File: src/rtl/hazard_unit_pkg.sv
// hazard_unit_pkg
//   Shared definitions for the pipeline hazard unit.
//   FWD_* : operand-forwarding select codes driven on ForwardAE/ForwardBE.
//   fwd_sel() : chooses the forwarding source, with M taking priority over W.
package hazard_unit_pkg;

  typedef logic [1:0] fwd_t;

  localparam fwd_t FWD_RF = 2'b00;  // operand from register file
  localparam fwd_t FWD_W  = 2'b01;  // operand from ResultW
  localparam fwd_t FWD_M  = 2'b10;  // operand from ALUResultM

  // Value loaded into stage control bits for a bubble.
  localparam logic STAGE_BUBBLE = 1'b0;

  // The M-stage producer is younger than the W-stage producer.
  // On a dual match its value is therefore the architecturally correct one.
  function automatic fwd_t fwd_sel(input logic match_m, input logic match_w);
    if (match_m)      return FWD_M;
    else if (match_w) return FWD_W;
    else              return FWD_RF;
  endfunction

endpackage

File: src/rtl/hazard_stage_reg.sv
// hazard_stage_reg
//   Pipeline state register with a synchronous reset and flush-to-zero.
//   Both reset and flush load all zeros. That is a bubble: no write, no load, no PC write.
//   Ports: clk, reset (sync, active-high), flush, d[W-1:0] -> q[W-1:0]
module hazard_stage_reg #(
  parameter int W = 1
) (
  input  logic         clk,
  input  logic         reset,
  input  logic         flush,
  input  logic [W-1:0] d,
  output logic [W-1:0] q
);

  always_ff @(posedge clk) begin
    if (reset || flush) q <= {W{hazard_unit_pkg::STAGE_BUBBLE}};
    else                q <= d;
  end

endmodule

File: src/rtl/hazard_unit.sv
// hazard_unit
//   Stall, flush and forwarding control for the 5-stage ARM pipeline.
//   The decoder's RegW/MemtoReg/PCS/register addresses are carried through the E/M/W stages here.
//   RegW and PCS are qualified by CondExE as an instruction leaves E.
//   Inputs : clk, reset (sync, active-high), RA1D/RA2D/WA3D, RegWD, MemtoRegD, PCSD,
//            CondExE, BranchTakenE
//   Outputs: StallF, StallD, FlushD, FlushE, ForwardAE, ForwardBE (all combinational)
//   Build option: HAZARD_FORWARD_EN
//     When defined, E-stage operands are forwarded from M/W, and only a load-use stalls.
//     When undefined, forwarding is off. Any RAW dependence on an instruction in E or M
//     stalls instead. W needs no stall because the register file writes on the falling edge.
module hazard_unit
  import hazard_unit_pkg::*;
#(
  parameter int REG_AW = 4,
  parameter int PC_REG = 15
) (
  input  logic              clk,
  input  logic              reset,
  input  logic [REG_AW-1:0] RA1D,
  input  logic [REG_AW-1:0] RA2D,
  input  logic [REG_AW-1:0] WA3D,
  input  logic              RegWD,
  input  logic              MemtoRegD,
  input  logic              PCSD,
  input  logic              CondExE,
  input  logic              BranchTakenE,
  output logic              StallF,
  output logic              StallD,
  output logic              FlushD,
  output logic              FlushE,
  output logic [1:0]        ForwardAE,
  output logic [1:0]        ForwardBE
);

  localparam logic [REG_AW-1:0] PC = REG_AW'(PC_REG);
  localparam int EW = 3*REG_AW + 3;
  localparam int MW = REG_AW + 3;
  localparam int WW = REG_AW + 2;

  logic [REG_AW-1:0] ra1e, ra2e, wa3e, wa3m, wa3w;
  logic              regwe, memtorege, pcse;
  logic              regwm, memtoregm, pcsm;
  logic              regww, pcsw;
  logic              flush_e, stall, pc_pend;
  fwd_t              fwd_a, fwd_b;

  logic [EW-1:0] e_d, e_q;
  logic [MW-1:0] m_d, m_q;
  logic [WW-1:0] w_d, w_q;

  // D -> E. A stall or a taken branch loads a bubble here. StallD never freezes E.
  assign e_d = {RA1D, RA2D, WA3D, RegWD, MemtoRegD, PCSD};
  hazard_stage_reg #(.W(EW)) u_de (
    .clk(clk), .reset(reset), .flush(flush_e), .d(e_d), .q(e_q)
  );
  assign {ra1e, ra2e, wa3e, regwe, memtorege, pcse} = e_q;

  // E -> M. The condition is only known in E, so the write enables are qualified here.
  assign m_d = {wa3e, regwe & CondExE, memtorege, pcse & CondExE};
  hazard_stage_reg #(.W(MW)) u_em (
    .clk(clk), .reset(reset), .flush(1'b0), .d(m_d), .q(m_q)
  );
  assign {wa3m, regwm, memtoregm, pcsm} = m_q;

  // M -> W
  assign w_d = {wa3m, regwm, pcsm};
  hazard_stage_reg #(.W(WW)) u_mw (
    .clk(clk), .reset(reset), .flush(1'b0), .d(w_d), .q(w_q)
  );
  assign {wa3w, regww, pcsw} = w_q;

  // R15 reads come from the PC path, so a read of R15 never hazards.
  logic hit1e, hit2e;
  assign hit1e = (RA1D != PC) && (RA1D == wa3e);
  assign hit2e = (RA2D != PC) && (RA2D == wa3e);

`ifdef HAZARD_FORWARD_EN
  logic match_1e_m, match_2e_m, match_1e_w, match_2e_w;
  logic unused_bits;

  assign match_1e_m = (ra1e == wa3m) && regwm && (ra1e != PC);
  assign match_2e_m = (ra2e == wa3m) && regwm && (ra2e != PC);
  assign match_1e_w = (ra1e == wa3w) && regww && (ra1e != PC);
  assign match_2e_w = (ra2e == wa3w) && regww && (ra2e != PC);

  assign fwd_a = fwd_sel(match_1e_m, match_1e_w);
  assign fwd_b = fwd_sel(match_2e_m, match_2e_w);

  // Load data is only available from W. A consumer directly behind a load needs one bubble.
  assign stall = memtorege && regwe && (hit1e || hit2e);

  assign unused_bits = memtoregm;
`else
  logic hit1m, hit2m;
  logic unused_bits;

  assign hit1m = (RA1D != PC) && (RA1D == wa3m);
  assign hit2m = (RA2D != PC) && (RA2D == wa3m);

  assign fwd_a = FWD_RF;
  assign fwd_b = FWD_RF;

  // E uses the unqualified RegW because its condition is still unresolved.
  assign stall = (regwe && (hit1e || hit2e)) || (regwm && (hit1m || hit2m));

  assign unused_bits = ^{ra1e, ra2e, memtorege, memtoregm, wa3w, regww};
`endif

  // PCSE is taken unqualified: a PC write in E may still pass its condition.
  assign pc_pend = PCSD || pcse || pcsm;
  assign flush_e = stall || BranchTakenE;

  // Outputs are forced quiet during reset so that stale stage state has no effect.
  always_comb begin
    StallF    = 1'b0;
    StallD    = 1'b0;
    FlushD    = 1'b0;
    FlushE    = 1'b0;
    ForwardAE = FWD_RF;
    ForwardBE = FWD_RF;
    if (!reset) begin
      StallF    = stall || pc_pend;
      StallD    = stall;
      FlushD    = pc_pend || pcsw || BranchTakenE;
      FlushE    = flush_e;
      ForwardAE = fwd_a;
      ForwardBE = fwd_b;
    end
  end

endmodule
File: config.mk
export PLATFORM = sky130hd
export DESIGN_NAME = hazard_unit
export DESIGN_NICKNAME = d
export VERILOG_FILES = /design/src/rtl/hazard_unit_pkg.sv /design/src/rtl/hazard_stage_reg.sv /design/src/rtl/hazard_unit.sv
export SDC_FILE = /design/constraint.sdc
export NUM_CORES = 1
export LEC_CHECK = 0
export CAP_MARGIN = 15
export CORE_MARGIN = 2
export CORE_UTILIZATION = 38
export DETAILED_ROUTE_END_ITERATION = 7
export GPL_ROUTABILITY_DRIVEN = 0
export PLACE_DENSITY_LB_ADDON = 0.1
export SLEW_MARGIN = 25
export SYNTH_ARGS = -nofsm -noshare
export SYNTH_HDL_FRONTEND = slang
export SYNTH_SLANG_ARGS = --single-unit
File: constraint.sdc
create_clock -name clk -period 1.1 [get_ports clk]
set_input_delay 0.11 -clock clk [delete_from_list [all_inputs] [get_ports clk]]
set_output_delay 0.11 -clock clk [all_outputs]
set_load 0.02 [all_outputs]
Word level (Yosys, flattened, before mapping)
Index checks and enable logic that the tools add are counted.
{ "classes": {"muxes": 4, "n_eq_ne": 6, "bitwise_logic": 2, "n_reduce_logical": 16} }
{ "op_table": {"columns": ["cell", "count"], "rows": [
  ["$eq 4x4->1", 4],
  ["$logic_or 1x1->1", 10],
  ["$ne 4x4->1 const B", 2],
  ["$logic_and 1x1->1", 6],
  ["$mux 1", 4],
  ["$and 1x1->1", 2]
]} }
{ "totals": {"inputBits": 19, "reg_bits": 15, "out_inout_bits": 8} }

Depth between registers and ports, before layout
{ "depth": {"ltp_word": 7, "depth_mapped": 4, "mapped_depth_nobuf": 4} }

By module
A second synthesis with hierarchy kept.
{ "hier_totals": {"cells_unflattened": 109, "area_unflattened_um2": 1227.4} }
{ "modules_own_cells": {"columns": ["mod", "area_each_um2", "seq_area_each_um2", "cells_each", "instances"], "rows": [
  ["hazard_stage_reg (u_de)", 485.5, 300.3, 32, 1],
  ["hazard_unit", 384.1, 0.0, 51, 1],
  ["hazard_stage_reg (u_em)", 192.7, 140.1, 14, 1],
  ["hazard_stage_reg (u_mw)", 165.2, 120.1, 12, 1]
]} }

Worst setup path before layout
No wires, ideal clock.
{ "synth_timing": {"path_kind": "flip-flop to output port", "from": "register u_de.q[4]", "to": "output port StallF", "n_path_buf": 0, "t_required_ns": 0.990, "path_slack_ns": -0.306, "arrival_time_ns": 1.296, "path_stages_with_launch": 5, "path_cell_list": "dfxtp_1 -> xnor2_1 -> nand4_1 -> o22a_1 -> a31oi_1"} }
{ "synth_between": {"elab_chain_len": 7} }
{ "synth_rtl": {"columns": ["item", "line", "rtl"], "rows": [
  ["start, declared", "hazard_stage_reg.sv:12", "output logic [W-1:0] q"],
  ["start signal, assigned", "hazard_stage_reg.sv:16", "if (reset || flush) q <= {W{hazard_unit_pkg::STAGE_BUBBLE}};"],
  ["$eq 4x4->1 (on tied branches)", "hazard_unit.sv:75, hazard_unit.sv:76", null],
  ["$logic_and 1x1->1 (on tied branches)", "hazard_unit.sv:75, hazard_unit.sv:76", null],
  ["$logic_or 1x1->1 *", "hazard_unit.sv:105", "assign stall = (regwe && (hit1e || hit2e)) || (regwm && (hit1m || hit2m));"],
  ["$logic_and 1x1->1 *", "hazard_unit.sv:105", null],
  ["$logic_or 1x1->1 *", "hazard_unit.sv:105", null],
  ["$logic_or 1x1->1 *", "hazard_unit.sv:123", "StallF = stall || pc_pend;"],
  ["$mux 1 *", "hazard_unit.sv:122", "if (!reset) begin"],
  ["end, declared", "hazard_unit.sv:28", "output logic StallF,"]
]} }
Every way passes the cells marked *; elsewhere a longest branch is shown, timed or not.

Worst setup path after layout
{ "layout_timing": {"from": "register u_de.q[3]", "to": "output port FlushE"} }
{ "layout_between": {"elab_chain_len": 7} }
{ "layout_rtl": {"columns": ["item", "line", "rtl"], "rows": [
  ["$eq 4x4->1 (on tied branches)", "hazard_unit.sv:75, hazard_unit.sv:76", null],
  ["$logic_and 1x1->1 (on tied branches)", "hazard_unit.sv:75, hazard_unit.sv:76", null],
  ["$logic_or 1x1->1 *", "hazard_unit.sv:105", null],
  ["$logic_and 1x1->1 *", "hazard_unit.sv:105", null],
  ["$logic_or 1x1->1 *", "hazard_unit.sv:105", null],
  ["$logic_or 1x1->1 *", "hazard_unit.sv:112", "assign flush_e = stall || BranchTakenE;"],
  ["$mux 1 *", "hazard_unit.sv:122", null],
  ["end, declared", "hazard_unit.sv:31", "output logic FlushE,"]
]} }
Marked as above.

==> impl_metrics.tcl <==
set metrics [dict create \
    status "finished with violations" \
    violations "setup timing" \
    fmax_ghz 0.602 \
    viasPerCell 4.77 \
    rrSetupSlack_ps -360 \
    path_max_fanout 4 \
    design.core.area_mm2 0.00175 \
    yosys_register_bits 13 \
    place_ws_ps -1070 \
    fin_nets 136 \
    yosys.area.top_type "dfxtp_1" \
    layout_commonest_cell "buf_4" \
    htreeDepth 1 \
    start_kind "flop" \
    synth_area_um2 706 \
    die_x_um 47.1 \
    end_kind "output pin" \
    worst_slack_ps -560 \
    synth.top_cell.area_share_pct 36.9 \
    min_period_ps 1660 \
    ys_warn_count 0 \
    crit_arrival_ps 1550 \
    finClkSkew_ps 1.54 \
    period_share_pct 151 \
    final_cells 141 \
    ys_types 23 \
    critPathKind "flop to output pin" \
    vdd_drop_max_mv 0.708 \
    grt_max_degree 9 \
    syn-instance-count 83 \
    clkTransAtPathRegs_ps 80 \
    antenna_found_initial 0 \
    dr.first_iter.drc_count 16 \
    dieArea_mm2 0.00222 \
    p_leak_uw 0.000477 \
    initial_utilization_pct 40.4 \
    cts_buffer_depth 2 \
    num_vias 672 \
    hold_violations 0 \
    routed_wl_um 1820 \
    antenna_cells 0 \
    track_usage_pct 17.7 \
    maxCapViolations 0 \
    dp_hpwl_um 1260 \
    final-setup-viol-count 10 \
    grt_pass1_vias 666 \
    antenna_left 0 \
    cts_tree "yes" \
    cts_root_buffer "clkbuf_4" \
    hp-class "primary input to flop" \
    clock_latency_ps 270 \
    synth_area_per_cell_um2 8.50 \
    ys_seq_area_share_pct 36.9 \
    drc_errors 0 \
    synth_area_leaders "dfxtp_1 (37%), xnor2_1 (15%), nor4_1 (5.3%)" \
    wl_per_cell_um 12.9 \
    rows 15 \
    io_buffers 21 \
    cts_hold_buf 0 \
    final_cell_mix "buf_4 (10), clkdlybuf4s50_1 (9), xnor2_1 (8), dfxtp_2 (7)" \
    final_layout_size_suffix_gt1_share_pct 42.2 \
    dr.pass1.iters 4 \
    rsz0062_at_grt "yes" \
    gr-total-overflow 0 \
    p_per_area_mw_per_mm2 886 \
    cts_buffers 3 \
    maxSlewViolCount 0 \
    grt_pass1_wl_um 2660 \
    num_io_pins 27 \
    die-height_um 47.1 \
    placedCellCount 135 \
    cts.sinks 13 \
    cp.required_ps 990 \
    num-fill-cells 150 \
    areaGrowthSynthToFinish_pct 69.5 \
]
## through the flow
step	instance area [um^2]	total power (uW)	hold slack, ps	utilization (%)	TNS, ps
floorplan	751	632	221	-	-358
global placement	1020	739	459	58.6	-7050
detailed placement	1020	740	465	58.6	-7250
CTS	1110	1050	342	63.8	-2870
global route	1200	1110	153	68.5	-4380
finish	1200	1060	152	68.5	-3690
## path summary, 6_finish.rpt
kind | cells past startpoint | start | end
worst max-delay path | 6 | u_de.q[3]$_SDFF_PP0_ | FlushE
worst min-delay path | 3 | PCSD | u_de.q[0]$_SDFF_PP0_
worst min register to register | 1 | u_de.q[5]$_SDFF_PP0_ | u_em.q[5]$_SDFF_PP0_
worst max register to register | 7 | u_de.q[4]$_SDFF_PP0_ | u_de.q[5]$_SDFF_PP0_
## repair_timing
| action | CTS | global route |
|---|---|---|
| setup buffers | 1 | 1 |
| gates resized for setup | 45 | 12 |
| cloned | 0 | 0 |
| pin swaps | 13 | 7 |
| endpoints found under the setup margin | 10 | 10 |
## area by class of cell
class / count / area [um^2] / share of cell area [%]
multi-input combinational: 60 / 546 / 45.6
timing repair buffer: 32 / 293 / 24.5
sequential: 13 / 273 / 22.8
tap: 25 / 31.3 / 2.62
inverter: 7 / 26.3 / 2.20
clock buffer: 3 / 22.5 / 1.88
clock inverter: 1 / 5.00 / 0.418
## per-layer routing
metal	vias to the layer above	global-route usage, %	routed length (um)
li1	345	-	-
met4	0	8.33	22
met1	304	18.2	737
met5	-	0	0
met3	4	2.69	88
met2	19	34.2	974
## sequential cells by signal, summed over array words and instances (netlist names)
name and flops:
u_em.q 6, u_de.q 6, u_mw.q 1
## power by group
part	switching [uW]	total [uW]	internal, uW	leakage (uW)
clock	159	293	135	0.0000177
sequential	16.7	502	485	0.000110
combinational	123	264	141	0.000350
## kinds of logic (layout without fill, tap and decap cells)
logic type                after synthesis  count (layout)  synth area share (%)
buffers and inverters                  13              43                  9.04
and+or+nand+nor                        32              32                  25.7
AOI/OAI and AO/OA                      12              12                  12.9
DFF                                    13              13                  36.9
other                                   1               4                 0.531
xor gates and xnor gates               12              12                  14.9
## Yosys cell counts
cell type   n
nor2b_1     5
inv_2       1
nor4_1      6
and2_1      4
inv_1       6
and3_1      2
nor3_1      1
nor2_1      5
o22a_1      2
buf_4       4
dfxtp_1    13
a21oi_2     1
nand4_1     4
xnor2_1    12
nand3_1     4
o22ai_2     2
clkbuf_1    1
a21oi_1     5
conb_1      1
a31oi_1     1
o31a_1      1
buf_1       1
or2_1       1
## critical path, cell delays in order, from the launching register on
cell and delay [ps]:
dfxtp_2 360, xnor2_1 120, nand4_1 140, buf_4 160, o22ai_4 190, o31a_1 180, buf_6 120
Note: power is estimated with default switching activity, not from simulation.
